<file path="config.mk">
export PLATFORM = sky130hd
export DESIGN_NAME = if_pc_unit
export DESIGN_NICKNAME = d
export VERILOG_FILES = /design/src/rtl/if_pc_unit.sv
export SDC_FILE = /design/constraint.sdc
export NUM_CORES = 1
export LEC_CHECK = 0
export CORE_MARGIN = 2
export CORE_UTILIZATION = 40
export DETAILED_ROUTE_END_ITERATION = 8
export MAX_ROUTING_LAYER = met4
export PLACE_DENSITY = 0.86
export SLEW_MARGIN = 25
export SYNTH_ARGS = -nofsm -noshare
export SYNTH_HDL_FRONTEND = slang
export SYNTH_SLANG_ARGS = --single-unit
</file>
<file path="constraint.sdc">
create_clock -name sysclk -period 4.57 [get_ports sysclk]
set_input_delay 0.6855 -clock sysclk [delete_from_list [all_inputs] [get_ports sysclk]]
set_output_delay 0.6855 -clock sysclk [all_outputs]
set_load 0.02 [all_outputs]
</file>
<file path="src/rtl/if_pc_unit.sv">
// ---------------------------------------------------------------------------
// if_pc_unit
//   Instruction-fetch front end. Holds the PC, selects the next fetch address
//   from branch / exception / interrupt / stall / jump / sequential sources,
//   and produces the pipeline flush controls and the EPC write for $26.
//   PC[31] is the supervisor bit: while set, interrupts and undefined-opcode
//   exceptions are not taken.
//
// Ports
//   sysclk          clock, rising edge
//   reset           asynchronous reset, active low
//   PC_Write        0 = load-use stall (PC holds, no IRQ acceptance)
//   EX_BranchTaken  taken branch resolved in EX, target EX_ConBA
//   ID_Jump         j/jal in ID, target {ID_PC_plus_4[31:28], ID_JT, 2'b00}
//   ID_JumpReg      jr/jalr in ID, target ID_DataBusA
//   ID_PC_plus_4    PC+4 of the instruction in ID
//   ID_Exception    undefined opcode in ID
//   irq_in          level interrupt request, asynchronous to sysclk
//   IF_PC           current fetch address
//   IF_PC_plus_4    {IF_PC[31], IF_PC[30:0] + 4}
//   IF_Flush        kill the instruction entering IF/ID
//   ID_Flush        kill control bits entering ID/EX
//   EPC / EPC_Write return address and write strobe for $26
//   irq_ack         one-cycle pulse when the pending interrupt is taken
// ---------------------------------------------------------------------------
module if_pc_unit #(
  parameter logic [31:0] RESET_PC = 32'h8000_0000,
  parameter logic [31:0] IRQ_ADDR = 32'h8000_0004,
  parameter logic [31:0] EXC_ADDR = 32'h8000_0008
) (
  input  logic        sysclk,
  input  logic        reset,
  input  logic        PC_Write,
  input  logic        EX_BranchTaken,
  input  logic [31:0] EX_ConBA,
  input  logic        ID_Jump,
  input  logic        ID_JumpReg,
  input  logic [25:0] ID_JT,
  input  logic [31:0] ID_DataBusA,
  input  logic [31:0] ID_PC_plus_4,
  input  logic        ID_Exception,
  input  logic        irq_in,
  output logic [31:0] IF_PC,
  output logic [31:0] IF_PC_plus_4,
  output logic        IF_Flush,
  output logic        ID_Flush,
  output logic [31:0] EPC,
  output logic        EPC_Write,
  output logic        irq_ack
);

  typedef enum logic [0:0] {
    IRQ_IDLE    = 1'b0,
    IRQ_PENDING = 1'b1
  } irq_state_t;

  logic [31:0] pc_r;
  logic        sync1_r;
  logic        sync2_r;
  logic        sync3_r;
  irq_state_t  irq_state_r;

  logic [31:0] pc_plus_4_s;
  logic [31:0] next_pc_s;
  logic        kernel_s;
  logic        irq_edge_s;
  logic        exc_take_s;
  logic        accept_s;
  logic        if_flush_s;
  logic        id_flush_s;
  logic [31:0] epc_s;
  logic        epc_write_s;

  // Supervisor bit is carried through unchanged; the 31-bit add wraps.
  assign pc_plus_4_s = {pc_r[31], pc_r[30:0] + 31'd4};
  assign kernel_s    = pc_r[31];
  // sync3_r is the previous value of the synchronised request.
  assign irq_edge_s  = sync2_r & ~sync3_r;
  assign exc_take_s  = ID_Exception & ~kernel_s & ~EX_BranchTaken;
  assign accept_s    = (irq_state_r == IRQ_PENDING) & ~kernel_s & PC_Write &
                       ~EX_BranchTaken & ~ID_Jump & ~ID_JumpReg & ~exc_take_s;

  // Next-PC selection, flush and EPC generation in priority order.
  always_comb begin
    next_pc_s   = pc_plus_4_s;
    if_flush_s  = 1'b0;
    id_flush_s  = 1'b0;
    epc_s       = 32'd0;
    epc_write_s = 1'b0;
    if (EX_BranchTaken) begin
      next_pc_s  = EX_ConBA;
      if_flush_s = 1'b1;
      id_flush_s = 1'b1;
    end else if (exc_take_s) begin
      next_pc_s   = EXC_ADDR;
      if_flush_s  = 1'b1;
      id_flush_s  = 1'b1;
      epc_s       = ID_PC_plus_4;
      epc_write_s = 1'b1;
    end else if (accept_s) begin
      // The fetch being killed is re-executed on return.
      next_pc_s   = IRQ_ADDR;
      if_flush_s  = 1'b1;
      epc_s       = pc_r;
      epc_write_s = 1'b1;
    end else if (!PC_Write) begin
      next_pc_s = pc_r;
    end else if (ID_JumpReg) begin
      next_pc_s  = ID_DataBusA;
      if_flush_s = 1'b1;
    end else if (ID_Jump) begin
      next_pc_s  = {ID_PC_plus_4[31:28], ID_JT, 2'b00};
      if_flush_s = 1'b1;
    end else begin
      next_pc_s = pc_plus_4_s;
    end
  end

  // PC register.
  always_ff @(posedge sysclk or negedge reset) begin
    if (!reset) begin
      pc_r <= RESET_PC;
    end else begin
      pc_r <= next_pc_s;
    end
  end

  // Interrupt request synchroniser and edge-history flop.
  always_ff @(posedge sysclk or negedge reset) begin
    if (!reset) begin
      sync1_r <= 1'b0;
      sync2_r <= 1'b0;
      sync3_r <= 1'b0;
    end else begin
      sync1_r <= irq_in;
      sync2_r <= sync1_r;
      sync3_r <= sync2_r;
    end
  end

  // Interrupt pending FSM; edges seen while already pending are dropped.
  always_ff @(posedge sysclk or negedge reset) begin
    if (!reset) begin
      irq_state_r <= IRQ_IDLE;
    end else begin
      case (irq_state_r)
        IRQ_IDLE: begin
          if (irq_edge_s) begin
            irq_state_r <= IRQ_PENDING;
          end else begin
            irq_state_r <= IRQ_IDLE;
          end
        end
        IRQ_PENDING: begin
          if (accept_s) begin
            irq_state_r <= IRQ_IDLE;
          end else begin
            irq_state_r <= IRQ_PENDING;
          end
        end
        default: irq_state_r <= IRQ_IDLE;
      endcase
    end
  end

  // Strobes are forced low while reset is asserted.
  assign IF_PC        = pc_r;
  assign IF_PC_plus_4 = pc_plus_4_s;
  assign IF_Flush     = if_flush_s & reset;
  assign ID_Flush     = id_flush_s & reset;
  assign EPC          = reset ? epc_s : 32'd0;
  assign EPC_Write    = epc_write_s & reset;
  assign irq_ack      = accept_s & reset;

endmodule

</file>
Word-level counts from Yosys, hierarchy flattened
Index checks and enable logic that the tools add are counted.
- $add $sub $neg: 1
- multiplexer cells: 24
- bitwise logic cells: 20
- reduce and logical (&&, ||, !) cells: 3
- operators with widths (kind ; count):
    32-bit two-way mux ; 10
    31-bit by 3-bit adder with 31-bit output, second input constant ; 1
    1-bit AND ; 13
    1-bit two-way mux ; 13
    1-bit inverter ; 7
    5-bit nonzero test ; 1
    4-bit nonzero test ; 1
    1-bit case mux with 2 select lines ; 1
    2-bit AND reduction ; 1
- register bits after elaboration: 36
- input bits: 130
- output and inout bits: 100

Longest topological paths before layout
- word-level depth: 11
- mapped depth: 7

Worst setup path after synthesis
OpenSTA, ideal clock, no wires.
- path kind: input port to output port
- start: input port ID_Jump
- end: output port EPC[10]
- data arrival time: 2.227 ns
- required time: 3.885 ns
- path slack: 1.658 ns
- stages on the path: 7
- buffers on the path: 3
- cell sequence: buf_2 > or2_1 > buf_4 > nor4_4 > clkbuf_1 > a22oi_1 > nor2_1
- word-level cells in the longest chain between the ends: 8
- RTL lines (item ; line ; text):
    start: declaration ; 36 ; input logic ID_Jump,
    1-bit inverter ; 81 ; ~EX_BranchTaken & ~ID_Jump & ~ID_JumpReg & ~exc_take_s;
    1-bit AND (3 in series) ; 81 ;
    32-bit two-way mux ; 100 ; end else if (accept_s) begin
    32-bit two-way mux ; 94 ; end else if (exc_take_s) begin
    32-bit two-way mux ; 90 ; if (EX_BranchTaken) begin
    32-bit two-way mux ; 171 ; assign EPC = reset ? epc_s : 32'd0;
    end: declaration ; 47 ; output logic [31:0] EPC,
Every way passes these cells.

Worst setup path in the final report
- start: input port EX_BranchTaken
- end: output port EPC[28]
- word-level cells in the longest chain between the ends: 9
- elaborated cells on any way between the ends: 11
- classes of those cells: 4 x mux; 7 x bitwise
- RTL lines (item ; line ; text):
    start: declaration ; 34 ; input logic EX_BranchTaken,
    1-bit inverter ; 79, 81 ;
    1-bit AND ; 80 ; assign accept_s = (irq_state_r == IRQ_PENDING) & ~kernel_s & PC_Write &
    1-bit AND (3 in series) ; 81 ;
    32-bit two-way mux ; 100 ;
    32-bit two-way mux ; 94 ;
    32-bit two-way mux (*) ; 90 ;
    32-bit two-way mux (*) ; 171 ;
Every way passes the cells marked *; elsewhere a longest branch is shown, timed or not.

==> impl_metrics.ini <==
[outcome]
status = finished, final reports clean

[timing]
worst_clock_skew_ns = 0.00615
slew_at_the_pin_with_the_worst_max_slew_slack_ns = 0.787
finalSetupViolations = 0
finalWorstSetupSlack_ns = 0.573
slew_violations = 0
setup_repair_after_global_routing_missed_its_margin = false
hold_viol = 0
maxClockFrequency_ghz = 0.250
timing.setup.tns_ns = 0
post-route-period-util_pct = 87.5
slew_headroom_pct = 47.5
final_period_minus_worst_setup_slack_ns = 4.00

[cells_and_area]
multi_input_area_mm2 = 0.00233
n_antenna_cell = 0
layout_cell_share_with_drive_strength_beyond_1_pct = 7.01
area_delta_synth_final_pct = 71.6
area.sequential_um2 = 902
fill_cells = 681
layout.nets = 786
fin_util_pct = 71.3

[power_and_ir_drop]
p_leak_nw = 2.20
pwr_density_cell_mw_per_mm2 = 227
report.power.total_mw = 1.34
max-vdd-ir-drop_mv = 0.192

[min_path]
hold_path.startpoint = sync1_r
min-delay-path-class = flip-flop to flip-flop

[logic_synthesis]
cell_with_the_most_instances_after_synthesis = nor2_1
mappedNetlistNets = 574
yosys_warnings = 0
synth_commonest_cells = nor2_1 (56), a22oi_1 (44), dfrtp_1 (35), nand2_1 (31), o21ai_0 (27)
synth.yosys.seq_area_share_pct = 26.3
syn-mean-instance-area_um2 = 7.75
synth_top_flop_cell = dfrtp_1
synth.top_cell.area_share_pct = 25.5
synth-edff-count = 0
unique_cell_type_count_in_the_yosys_netlist = 64
synth_async_sr_flop_share_pct = 100
synth_area_leader_cell = dfrtp_1
synth_cells = 443
dominant_cells_by_area_after_synthesis = dfrtp_1 (26%), a22oi_1 (9.6%), nor2_1 (6.1%)
ys_seq_elements = 36
synth_area_mm2 = 0.00343

[die]
die-area_mm2 = 0.00934
core_area_mm2 = 0.00826
ios = 230
chipHeight_um = 96.6
horiz_die_dim_um = 96.6
initial_utilization_pct = 41.6
rows = 33

[routing]
viasPerCell = 6.10
vias = 4641
drt_pre_antenna_iters = 5
sum_of_routed_wire_length_over_all_layers_mm = 15.4
antenna_left = 0
drcViolationCount = 0
drt_iter0_drc = 424
wl_per_cell_um = 20.2

[worst_setup_path]
worstSetupEndpointType = primary output
timing.critical_path.from = EX_BranchTaken
setup.worst_path.start_class = primary input
critPathBufInv = 4
cpLargestDelayFamily = buffers and inverters
worstPathArrival_ns = 3.31
crit_fanout = 40
timing.critical_path.required_ns = 3.88
worst_path_largest_cell_delay_ns = 0.68
worstPathCellList = clkdlybuf4s50_1, buf_4, nand2b_1, buf_4, nor2_1, clkdlybuf4s50_1
regToRegStartpoint = IF_PC[31]
timing.setup.critical_path_class = primary input to primary output
crit_path_top_delay_cell = nand2b_1

[grt]
track_usage_pct = 32.6
grt_first_pass_wirelength_mm = 24.1
pin_count_of_the_biggest_net_entering_global_routing = 41
antenna_violations_before_repair = 0
first_global_vias = 4636
global_route.overflow_total = 0

[clock_network]
clk_transition_reported_paths_ns = 0.07
cts.repair_timing.setup_buffer_count = 0
numCtsBuffers = 5
clock_tree_from_tritoncts = done
clockBufferDepth = 2
clock_sink_count = 36
cts_hold_buf = 0
clock_insertion_delay_worst_skew_ns = 0.29
clockRootBuffer = clkbuf_8
clock_tree.htree_level_count = 2
cts.repair.resized = 0

[placement]
port-buffer-count = 229
dp_worst_setup_slack_ns = 0.604
detailedPlacementHpwl_mm = 11.6
gp_weighted_congestion = 0.910

[run]
number_of_max_capacitance_violations_reported = 0
==> layer usage <==
layer	share of wire [%]	vias to the layer above	track usage (%)
met5	0	-	-
met4	2.5	0	9.21
met3	9.3	46	5.49
met2	49	307	56.0
met1	39	2203	39.5
li1	-	2085	-
==> registers in the layout, indices dropped and copies added, names as in the netlist <==
name	count
IF_PC	32
irq_state_r	1
sync1_r	1
sync2_r	1
sync3_r	1
==> path summary, 6_finish.rpt <==
path	cells after the start	end	slack (ns)
max	6	EPC[28]	0.57
min	0	sync2_r	0.35
max reg2reg	6	IF_PC[30]	2.18
min reg2reg	0	sync2_r	0.35
max in group asynchronous	2	IF_PC[31]	3.70
min in group asynchronous	2	IF_PC[21]	0.48
==> report_power, final <==
group	internal [mW]	switching, mW	total [mW]	leakage (nW)
logic	0.335	0.322	0.657	1.73
registers	0.357	0.0799	0.437	0.432
clock network	0.123	0.119	0.242	0.0455
total	0.816	0.521	1.34	2.20
==> stage by stage <==
step	hold slack, ns	instance area [um^2]	instances
after floorplan	0.331	3430	443
after global placement	0.332	5800	753
after detailed placement	0.337	5800	753
after CTS	0.354	5890	761
after global routing	0.373	5890	761
final	0.351	5890	761
==> cells by family (layout without fill, tap and decap cells) <==
family / Yosys count / after routing / synth area share [%]
adder cells (fa/ha/maj): 1 / 1 / 0.364
flip-flops: 36 / 36 / 26.3
buffers and inverters: 51 / 264 / 6.16
AND/OR/NAND/NOR: 185 / 185 / 30.1
XOR/XNOR: 24 / 24 / 6.12
multiplexers: 12 / 12 / 3.64
AO/OA/AOI/OAI: 134 / 134 / 27.3
==> final cells by class <==
cell class	instances	share of cell area [%]
timing repair buffer	243	40.6
multi-input combinational	356	39.5
sequential	36	15.3
tap	105	2.23
clock buffer	8	1.53
inverter	13	0.828
==> cells in the final DEF, fill, tap and decap left out, drive strengths merged, types with 4 or more instances in the layout <==
cell,instances
o21ai,27
inv,13
a22oi,44
xnor2,16
buf,15
o211ai,4
xor2,8
or2,4
nor4,6
a221o,4
clkdlybuf4s50,228
dfrtp,35
nor2,57
clkbuf,8
nor2b,6
and4,4
nand4,17
a21oi,14
and2,6
nand3,19
nand2,31
mux2,4
nor3,14
nand2b,7
mux2i,8
o22ai,9
(Power assumes the default switching activity.)
==> RTL edit (config.mk and constraints unchanged) <==
Register the input `irq_in` before use, without a reset. The logic sees it one clock later. The other inputs are not delayed to match.
--- a/src/rtl/if_pc_unit.sv
+++ b/src/rtl/if_pc_unit.sv
@@ -55,2 +55,8 @@
   } irq_state_t;
+
+  logic irq_q;
+
+  always_ff @(posedge sysclk) begin
+    irq_q <= irq_in;
+  end
 
@@ -134,3 +140,3 @@
     end else begin
-      sync1_r <= irq_in;
+      sync1_r <= irq_q;
       sync2_r <= sync1_r;
Function: changed (Yosys sat finds a counterexample within 4 cycles, from zero or initial values and one cycle with reset low).
==> RTL edit against the original RTL <==
- setup slack better by 0.24 ns
- area after synthesis decreased by 1.2%
- sequential cell count increased by 1
- combinational power is 1% lower
- critical path type unchanged
- wire length shrank 1.5%
- cell count increased by 1.3%
- global-route usage about the same
- clock power increased by 23%
- maximum frequency rose by 6.4%
- design area fell by 0.30%
- power rose by 4.6%
==> RTL edit: results (changes against the original RTL) <==
| Metric | Value |
|---|---|
| Worst Tran Pin Value | 1.02 ns (+0.233 ns) |
| Part of the Yosys area used for sequential elements | 27.2% (+0.92 points) |
| Layout cells sized above 1 | 5.71% (-1.3 points) |
| Met2 GRT Util | 59.1% (+3.0 points) |
| Worst-path maximum fanout | 13 (-68%) |
| Multi-input logic cell count | 363 (+2.0%) |
| Final Skew | 0.0136 ns (+0.00741 ns) |
| Multi-input logic area | 2250 um^2 (-3.2%) |
| Routed length per placed instance | 19.6 um (-2.8%) |
| FF/Latch Area | 922 um^2 (+2.2%) |
| Multiplexer share of the synthesized area | 2.18% (-1.5 points) |
| Signal buffers share of area | 40.9% (+0.25 points) |
| Post-DP Area | 5760 um^2 (-0.63%) |
| Metal1 wirelength | 5650 um (-5.3%) |
| Clk tree area frac | 1.90% (+0.37 points) |
| Worst VDD drop | 0.220 mV (+15%) |
| Worst setup path startpoint | PC_Write |
| Yosys cell types | 57 (-11%) |
| Worst slack at placement | 0.858 ns (+0.254 ns) |
| Synth Net Count | 586 (+2.1%) |
| Capture point of the worst path | EPC[30] |
| Synth Area in Compound Gates | 30.8% (+3.5 points) |
| Leakage power | 0.00221 uW (about the same) |
| Tot GR Track Use | 32.6% (+0.042 points) |
| Fin nets | 796 (+1.3%) |
| Top post-synthesis cells by area | dfrtp_1 26%, a22oi_1 7.7%, nor2_1 6.1% |
| Synth top cells by count | 55 x nor2_1, 47 x nand2_1, 38 x a21oi_1, 35 x a22oi_1, 35 x dfrtp_1 |
| Clock buffers | 6 (-2) |
| Met3 wire length | 1500 um (+5.3%) |
| Async SR Flop Fraction | 97.3% (-2.7 points) |
| XOR/XNOR Fraction of Synth Area | 6.72% (+0.59 points) |
| Clock power share | 21.3% (+3.2 points) |
| Pin count of the biggest net entering global routing | 40 (-2.4%) |
| Global-route wire length before repair | 22600 um (-6.4%) |
| Synth Area in Adders | 0.369% (+0.0046 points) |
| Worst Slack Setup Final | 0.812 ns (+0.239 ns) |
| Grt met3 use | 4.93% (-0.56 points) |
| GP Congestion | 0.903 (-0.78%) |
| Initial DRC count | 232 (-45%) |
| Worst r2r src | IF_PC[8] |
| Inverter count | 15 (+2) |
| Seq power | 452 uW (+3%) |
| Fraction of area in multi-input gates | 38.4% (-1.1 points) |
| Detailed Place HPWL | 11500 um (-0.98%) |
| CTS Sinks | 37 (+2.8%) |
| Vias post-DR | 4611 (-0.65%) |
| Metal2 WL | 7710 um (+1.6%) |
| Status | complete, no violations |
| Pint | 867 uW (+6.3%) |
| Reg2reg setup slack | 1.99 ns (-0.19 ns) |
==> RTL edit: through the flow <==
stage,power [uW],std cells
2_1_floorplan,744,455
3_3_place_gp,1090,763
3_5_place_dp,1100,763
4_1_cts,1390,771
5_1_grt,1460,771
6_report,1400,771
==> RTL edit: how the worst min path moves through the flow <==
stage	to	cells after the start	startpoint	slack, ns
3_3_place_gp	sync1_r	0	irq_q	0.32
2_1_floorplan	sync1_r	0	irq_q	0.32
3_5_place_dp	sync1_r	0	irq_q	0.32
6_report	sync1_r	0	irq_q	0.33
5_1_grt	sync1_r	0	irq_q	0.34
4_1_cts	sync1_r	0	irq_q	0.34
==> RTL edit: worst max-delay path, cell delays in order <==
cell and delay, ns:
clkdlybuf4s50_1 0.46, buf_4 0.18, nand4bb_1 0.21, nor4_2 0.26, buf_4 0.27, a21oi_1 0.09
a211oi_1 0.26, clkdlybuf4s50_1 0.66
